==> config.mk <==
export PLATFORM = sky130hd
export DESIGN_NAME = dw_up_conv_arbiter
export DESIGN_NICKNAME = d
export VERILOG_FILES = /design/src/rtl/dw_up_conv_arbiter.sv
export SDC_FILE = /design/constraint.sdc
export NUM_CORES = 1
export LEC_CHECK = 0
export ABC_CLOCK_PERIOD_IN_PS = 2320
export BUFFER_PORTS_ARGS = -buffer_cell sky130_fd_sc_hd__buf_2
export CORE_AREA = 2 2 131 133
export DETAILED_ROUTE_END_ITERATION = 10
export DIE_AREA = 0 0 133 135
export PLACE_DENSITY_LB_ADDON = 0.05
export SLEW_MARGIN = 25
export SYNTH_ARGS = -nofsm -noshare
export SYNTH_HDL_FRONTEND = slang
export SYNTH_SLANG_ARGS = --single-unit
==> constraint.sdc <==
create_clock -name clk_i -period 2.32 [get_ports clk_i]
set_clock_uncertainty 0.2 [all_clocks]
set_input_delay 0.116 -clock clk_i [delete_from_list [all_inputs] [get_ports clk_i]]
set_output_delay 0.116 -clock clk_i [all_outputs]
set_load 0.02 [all_outputs]
==> src/rtl/dw_up_conv_arbiter.sv <==
// Round-robin arbiter that shares one up-converter input among NUM_REQ narrow
// requesters, locking each grant for a full UP_RATIO-word packing group.
module dw_up_conv_arbiter #(
   parameter int unsigned NUM_REQ   = 4,
   parameter int unsigned INPUT_DW  = 64,
   parameter int unsigned OUTPUT_DW = 512,
   parameter int unsigned UP_RATIO  = OUTPUT_DW / INPUT_DW,
   parameter int unsigned IDX_W     = $clog2(NUM_REQ),
   parameter int unsigned CNT_W     = $clog2(UP_RATIO)
) (
   input  logic                        clk_i,
   input  logic                        rst_ni,
   input  logic [NUM_REQ*INPUT_DW-1:0] req_data_i,
   input  logic [NUM_REQ-1:0]          req_valid_i,
   output logic [NUM_REQ-1:0]          req_ready_o,
   output logic [INPUT_DW-1:0]         conv_data_o,
   output logic                        conv_valid_o,
   input  logic                        conv_ready_i,
   output logic [IDX_W-1:0]            grant_idx_o,
   output logic [CNT_W-1:0]            word_cnt_o,
   output logic                        busy_o
);

   if (OUTPUT_DW % INPUT_DW != 0) begin : g_chk_dw
      $fatal(1, "OUTPUT_DW must be a multiple of INPUT_DW");
   end
   if (UP_RATIO < 2 || (UP_RATIO & (UP_RATIO - 1)) != 0) begin : g_chk_ratio
      $fatal(1, "UP_RATIO must be a power of two and at least 2");
   end
   if (NUM_REQ < 2) begin : g_chk_req
      $fatal(1, "NUM_REQ must be at least 2");
   end

   typedef enum logic {IDLE, LOCKED} state_t;

   state_t              state, state_d;
   logic [IDX_W-1:0]    grant_q, grant_d;
   logic [IDX_W-1:0]    rr_ptr_q, rr_ptr_d;
   logic [CNT_W-1:0]    cnt_q, cnt_d;
   logic [IDX_W-1:0]    pick, cand, next_ptr;
   logic                found;
   logic                hs;
   logic [INPUT_DW-1:0] words [NUM_REQ];

   always_comb begin
      for (int unsigned i = 0; i < NUM_REQ; i++) begin
         words[i] = req_data_i[i*INPUT_DW +: INPUT_DW];
      end
   end

   // First valid requester at or above rr_ptr_q, wrapping past NUM_REQ-1.
   always_comb begin
      found = 1'b0;
      pick  = rr_ptr_q;
      cand  = '0;
      for (int unsigned i = 0; i < NUM_REQ; i++) begin
         cand = IDX_W'((32'(rr_ptr_q) + i) % NUM_REQ);
         if (!found && req_valid_i[cand]) begin
            found = 1'b1;
            pick  = cand;
         end
      end
   end

   assign next_ptr = (grant_q == IDX_W'(NUM_REQ - 1)) ? '0 : grant_q + IDX_W'(1);

   always_comb begin
      state_d      = state;
      grant_d      = grant_q;
      rr_ptr_d     = rr_ptr_q;
      cnt_d        = cnt_q;
      conv_valid_o = 1'b0;
      req_ready_o  = '0;
      busy_o       = 1'b0;
      hs           = 1'b0;
      unique case (state)
         IDLE: begin
            if (found) begin
               grant_d = pick;
               cnt_d   = '0;
               state_d = LOCKED;
            end
         end
         LOCKED: begin
            busy_o               = 1'b1;
            conv_valid_o         = req_valid_i[grant_q];
            req_ready_o[grant_q] = conv_ready_i;
            hs                   = req_valid_i[grant_q] & conv_ready_i;
            if (hs) begin
               if (cnt_q == CNT_W'(UP_RATIO - 1)) begin
                  cnt_d    = '0;
                  rr_ptr_d = next_ptr;
                  state_d  = IDLE;
               end else begin
                  cnt_d = cnt_q + CNT_W'(1);
               end
            end
         end
         default: state_d = IDLE;
      endcase
   end

   always_ff @(posedge clk_i or negedge rst_ni) begin
      if (!rst_ni) begin
         state    <= IDLE;
         grant_q  <= '0;
         rr_ptr_q <= '0;
         cnt_q    <= '0;
      end else begin
         state    <= state_d;
         grant_q  <= grant_d;
         rr_ptr_q <= rr_ptr_d;
         cnt_q    <= cnt_d;
      end
   end

   assign conv_data_o = words[grant_q];
   assign grant_idx_o = grant_q;
   assign word_cnt_o  = cnt_q;

endmodule

==> impl_results.md, run 1 <==
- Reg-to-reg setup timing slack: 540 ps
- Sw Pwr: 0.002154 W
- Final setup violation count: 0
- Fmax: 0.4604 GHz
- Starting Density: 13.06%
- Synth area leaders: mux4_2 67%, dfrtp_1 9.3%, ha_1 3.5%, buf_6 2.6%, buf_2 1.9%
- Worst Path Max Fanout: 22
- Synth area leader: mux4_2
- Via count: 2959
- # DRC: 0
- IO Count: 338
- Synth Warn #: 0
- Slew HR: 57.50%
- Worst Tran Pin Value: 637.6 ps
- Inserted Clock Buffers: 3
- Area Overhead vs Synth: 93.63%
- Core footprint: 0.01641 mm2
- Setup slack after layout: 148.1 ps
- Post-DP HPWL: 13.06 mm
- Multi-input gate area: 0.001812 mm2
- Pwr/cell area: 1024 mW/mm2
- CTS clk-pin slew, worst paths: 40 ps
- Post-synth EDFFs: 0
- Fin. Hold Viols: 0
- Hold_sp: req_valid_i[1]
- Number of post-CTS setup repair buffers: 0
- Share of layout cells above drive strength 1: 87.92%
- Sequential cell area: 205.2 um2
- Synth cell types: 32
- Die area: 0.01796 mm2
- Post-CTS sizing: 0
- Nets: 742
- # rows: 47
- Wire length per cell: 20.86 um
- Syn Nets: 412
- Initial antenna violation count: 9
- Max-slew violation count: 0
- Worst Reg2Reg Path Length in Cells: 4
- Tmin final: 2172 ps
- Fraction of registers with async set/reset: 100.0%
- Routed Antenna Nets: 0
- GRT overflow: 0
- Combinational share of power: 86.0%
- Critical Path End Type: primary output
- Utilization after layout: 25.28%
- CP required: 2000 ps
- Commonest cells post-synth: 64 x mux4_2, 8 x buf_2, 8 x dfrtp_1
- Vias/cell: 4.221
- Seq/Total Area, Yosys: 9.346%
- H-tree depth: 1
- RR Startpoint: grant_idx_o[0]
- CP startpoint: grant_idx_o[0]
- First-pass GRT wire length: 21.06 mm
- Arr. time, crit path: 1860 ps
- Initial drt markers: 117
- Sequential share of power: 6.9%
- Most frequent cell after synthesis: mux4_2
- Hold WS: 30.53 ps
- Root Buffer: clkbuf_16
- RSZ-0062 raised after global routing: false
- Worst min path class: input port to flip-flop
- Clock buffer depth: 2
- Total GRT Usage: 15.69%
- Static Leak: 2.052 nW
- Mean post-synth cell area: 14.98 um2
- CTS tree: built
- Routability cong.: 0.8735
- Hold worst-path end: grant_idx_o[1]
- Final period utilization: 93.62%
- Ys flop type: dfrtp_1
- Filler Cell Count: 1819
- Int Pwr: 0.002094 W
- Detailed Routing Iterations Pass 1: 4
- Share of Yosys cell area claimed by the top area cell type: 67.29%
- Reg-to-Reg End: rr_ptr_q[1]
- Critical path class: flip-flop to primary output
- Worst slack at placement: 387.4 ps
- Worst Setup Start Kind: flip-flop
- PortBufs: 337
- Status: complete, no violations
- Flops & latches, synth: 8
- Max-cap violation count: 0
- Cells after Synth: 143
- Hold Crit Depth: 3
- Cell area after synthesis: 0.002142 mm2
- Peak supply drop: 553.8 uV
- WL final: 14.62 mm
- Die Y: 135 um
- Largest net degree at the start of global routing: 47
- Worst skew pair latency: 230 ps
- Die X: 133 um
- Vias in the first global route: 3374
- Setup total negative slack: 0 ps
- Sw Share: 50.70%
- Clk sink count: 8
- Clock power share: 7.0%
metal layers:
| layer | vias up | track usage (%) | part of all wire, % |
|---|---|---|---|
| li1 | 1315 | - | - |
| met1 | 1436 | 16.54 | 35 |
| met2 | 192 | 29.16 | 53 |
| met3 | 16 | 5.105 | 9.5 |
| met4 | 0 | 5.735 | 2.2 |
| met5 | - | 0 | 0 |
worst max-delay path, cell delays in order, from the launching register on:
cell and delay [ps]:
dfrtp_4 450, buf_4 390, mux4_2 580, buf_2 180
stage by stage:
stage | total power [W] | area (um2) | cells
2_1_floorplan | 0.002886 | 2142 | 143
3_3_place_gp | 0.004035 | 4036 | 687
3_5_place_dp | 0.004009 | 4036 | 687
4_1_cts | 0.004324 | 4125 | 692
5_1_grt | 0.004543 | 4148 | 701
6_report | 0.004248 | 4148 | 701
layout make-up:
| class | instances | area share (%) |
|---|---|---|
| Sequential cell | 8 | 4.947 |
| Antenna cell | 9 | 0.5430 |
| Tap cell | 220 | 6.636 |
| Timing Repair Buffer | 342 | 41.93 |
| Clock buffer | 4 | 1.900 |
| Multi-Input combinational cell | 114 | 43.68 |
| Inverter | 4 | 0.3620 |
kinds of logic after synthesis:
family                     after synthesis  synth area share (%)
AOI/OAI and AO/OA                       13                 4.264
adders and majority gates                6                 3.505
buffers and inverters                   21                 6.075
DFF                                      8                 9.346
and+or+nand+nor                         24                 5.724
muxes                                   71                 71.09
power by group through the flow:
stage / clock [W] / combinational (W) / sequential (W)
2_1_floorplan: 0 / 0.00258 / 0.000307
3_3_place_gp: 0 / 0.00374 / 0.000299
3_5_place_dp: 0 / 0.00371 / 0.000296
4_1_cts: 0.000305 / 0.00372 / 0.000295
5_1_grt: 0.000316 / 0.00392 / 0.000311
6_report: 0.000299 / 0.00366 / 0.000294
worst max path at each step:
| stage | to | slack, ps | cells after the start |
|---|---|---|---|
| CTS | conv_data_o[51] | 130 | 3 |
| floorplan | rr_ptr_q[1] | 380 | 6 |
| global placement | conv_data_o[5] | 370 | 3 |
| global route | conv_data_o[51] | 60 | 3 |
| finish | conv_data_o[51] | 150 | 3 |
| detailed placement | conv_data_o[6] | 390 | 3 |
timing repair:
action	4_1_cts	5_1_grt
hold endpoints to repair	8	0
endpoints found under the setup margin	0	0
hold buffers	1	0
cells in the final DEF, fill, tap and decap left out, types with 2 or more instances in the layout:
master     count
buf_2        337
o211ai_1       2
mux2i_1        3
nand3_1        2
dfrtp_1        6
mux4_2        64
nand2_1        6
ha_1           6
and3_1         4
nor2_1         4
o21ai_0        4
diode_2        9
mux2_2         2
clkbuf_16      3
inv_1          4
buf_4          3
nor2b_1        2
flip-flops by register name, summed over array words and instances (netlist names):
signal / flops
rr_ptr_q: 2
grant_idx_o: 2
state: 1
word_cnt_o: 3
Note: power is estimated with default switching activity, not from simulation.
==> inputs of run 2 (changes only) <==
--- a/config.mk
+++ b/config.mk
@@ -5,11 +5,11 @@
 export SDC_FILE = /design/constraint.sdc
 export NUM_CORES = 1
 export LEC_CHECK = 0
-export ABC_CLOCK_PERIOD_IN_PS = 2320
+export ABC_CLOCK_PERIOD_IN_PS = 1900
 export BUFFER_PORTS_ARGS = -buffer_cell sky130_fd_sc_hd__buf_2
-export CORE_AREA = 2 2 131 133
+export CORE_AREA = 2 2 130 132
 export DETAILED_ROUTE_END_ITERATION = 10
-export DIE_AREA = 0 0 133 135
+export DIE_AREA = 0 0 132 134
 export PLACE_DENSITY_LB_ADDON = 0.05
 export SLEW_MARGIN = 25
 export SYNTH_ARGS = -nofsm -noshare
==> constraint.sdc (replaced) <==
create_clock -name clk_i -period 1.9 [get_ports clk_i]
set_clock_uncertainty 0.2 [all_clocks]
set_input_delay 0.095 -clock clk_i [delete_from_list [all_inputs] [get_ports clk_i]]
set_output_delay 0.095 -clock clk_i [all_outputs]
set_load 0.02 [all_outputs]
==> impl_results.md, run 2 (same netlist as run 1, synthesis figures left out) <==
- Status: complete, but fails checks
- Failing checks: setup timing
- Max-cap violation count: 0
- Die area: 0.01769 mm2
- Worst min path class: input port to flip-flop
- Worst skew pair latency: 240 ps
- Critical Path Max Stage Delay: 510 ps
- Fmax: 0.5082 GHz
- Inserted Clock Buffers: 3
- Slowest-stage cell, CP: mux4_2
- Crit-path cells: buf_12, clkbuf_16, mux4_2, buf_6
- Worst Path Max Fanout: 8
- Max reg flops: 3
- Vias in the first global route: 3280
- RSZ-0062 raised after global routing: true
- Max-slew violation count: 0
- IO Count: 338
- Final period utilization: 103.6%
- Utilization after layout: 29.64%
- Initial drt markers: 67
- Pwr/cell area: 1397 mW/mm2
- Core footprint: 0.01629 mm2
- Arr. time, crit path: 1670 ps
- Final setup violation count: 60
- Initial antenna violation count: 2
- Most common cell after layout, fill and taps aside: buf_2
- Routability cong.: 0.8832
- CP required: 1600 ps
- Via count: 3019
- CTS clk-pin slew, worst paths: 40 ps
- PortBufs: 337
- Total GRT Usage: 15.34%
- Share of layout cells above drive strength 1: 88.87%
- Post-DP HPWL: 12.69 mm
- Wire length per cell: 20.79 um
- Root Buffer: clkbuf_16
- Tmin final: 1968 ps
- Clock buffer depth: 2
- Worst Tran Pin Value: 381.4 ps
- Detailed Routing Iterations Pass 1: 4
- Vias/cell: 4.222
- # DRC: 0
- Peak supply drop: 500.6 uV
- GRT overflow: 0
- CTS tree: built
- Die X: 132 um
- Setup total negative slack: -2202 ps
- Setup slack after layout: -67.82 ps
- Clk sink count: 8
- Slew HR: 73.85%
- Static Leak: 2.339 nW
- H-tree depth: 1
- Largest net degree at the start of global routing: 40
- Most frequent cells in the layout: 288 x buf_2, 64 x mux4_2, 51 x buf_6
- Critical path class: flip-flop to primary output
- Starting Density: 13.15%
- Nets: 764
- Area Overhead vs Synth: 125.4%
- Routed Antenna Nets: 0
- Fin. Hold Viols: 0
- Worst Setup Start Kind: flip-flop
- Fin cells: 715
- Die Y: 134 um
- First-pass GRT wire length: 20.73 mm
- # rows: 47
- Post-placement cell count: 695
- WL final: 14.86 mm
- Critical Path End Type: primary output
[run 2: changes by cell type in the layout (fill, tap and decap cells not counted)]
cell / change
mux2_2: -1
clkbuf_16: +6
buf_12: +7
buf_6: +51
mux2_4: +1
diode_2: -8
inv_1: -1
mux2i_4: +1
buf_4: +6
inv_6: +1
mux2i_1: -1
buf_2: -49
buf_8: +1
[run 2: repair_timing]
action	4_1_cts	5_1_grt
hold buffers	1	0
gates cloned	0	8
gates resized for setup	9	119
buffers inserted	1	5
setup endpoints to repair	64	72
pin swaps	0	2
hold endpoints to repair	8	0
[run 2: final timing paths]
kind                                 from               to  slack [ps]  depth (start not counted)
max                        grant_idx_o[0]  conv_data_o[27]         -70                          4
min                        req_valid_i[1]   grant_idx_o[1]           3                          3
max reg2reg                grant_idx_o[0]      rr_ptr_q[1]         -20                          6
min reg2reg                 word_cnt_o[1]    word_cnt_o[1]         380                          2
max in group asynchronous          rst_ni   grant_idx_o[0]        1250                          2
min in group asynchronous          rst_ni      rr_ptr_q[0]          40                          2
[run 2: worst max-delay path, delay by kind of cell (launching register included)]
| family | cells | cell delay, ps |
|---|---|---|
| buffers and inverters | 3 | 490 |
| flip-flops | 1 | 430 |
| multiplexers | 1 | 510 |
[run 2: report_power, final]
group          total (W)  switching, W  internal, W
clock network   0.000380     0.0000986     0.000281
logic            0.00601       0.00274      0.00327
registers       0.000355      0.000105     0.000250
total            0.00675       0.00294      0.00380
[run 2: metal layers]
layer,vias up,global-route usage [%],share of wire [%]
met5,-,0,0
met4,0,2.114,0.32
met2,186,30.70,59
met3,4,4.119,8.1
li1,1352,-,-
met1,1477,16.28,33
[run 2: area by class of cell]
class / instances / area [um2]
Clock buffer: 4 / 78.83
Antenna cell: 1 / 2.502
Fill cell: 1774 / 11460
Timing Repair Buffer: 364 / 2419
Inverter: 4 / 20.02
Tap cell: 220 / 275.3
Multi-Input combinational cell: 114 / 1828
Sequential cell: 8 / 205.2
[run 2: per-stage QoR]
stage | hold slack [ps] | instance area, um2 | worst slack, ps | total power (W)
after floorplan | -400.6 | 2145 | 38.94 | 0.003529
after global placement | -233.2 | 4134 | 52.71 | 0.005072
after detailed placement | -237.9 | 4134 | 54.85 | 0.005066
after CTS | 5.579 | 4259 | -131.8 | 0.005548
after global routing | 33.68 | 4828 | -102.9 | 0.007139
final | 3.382 | 4828 | -67.82 | 0.006745
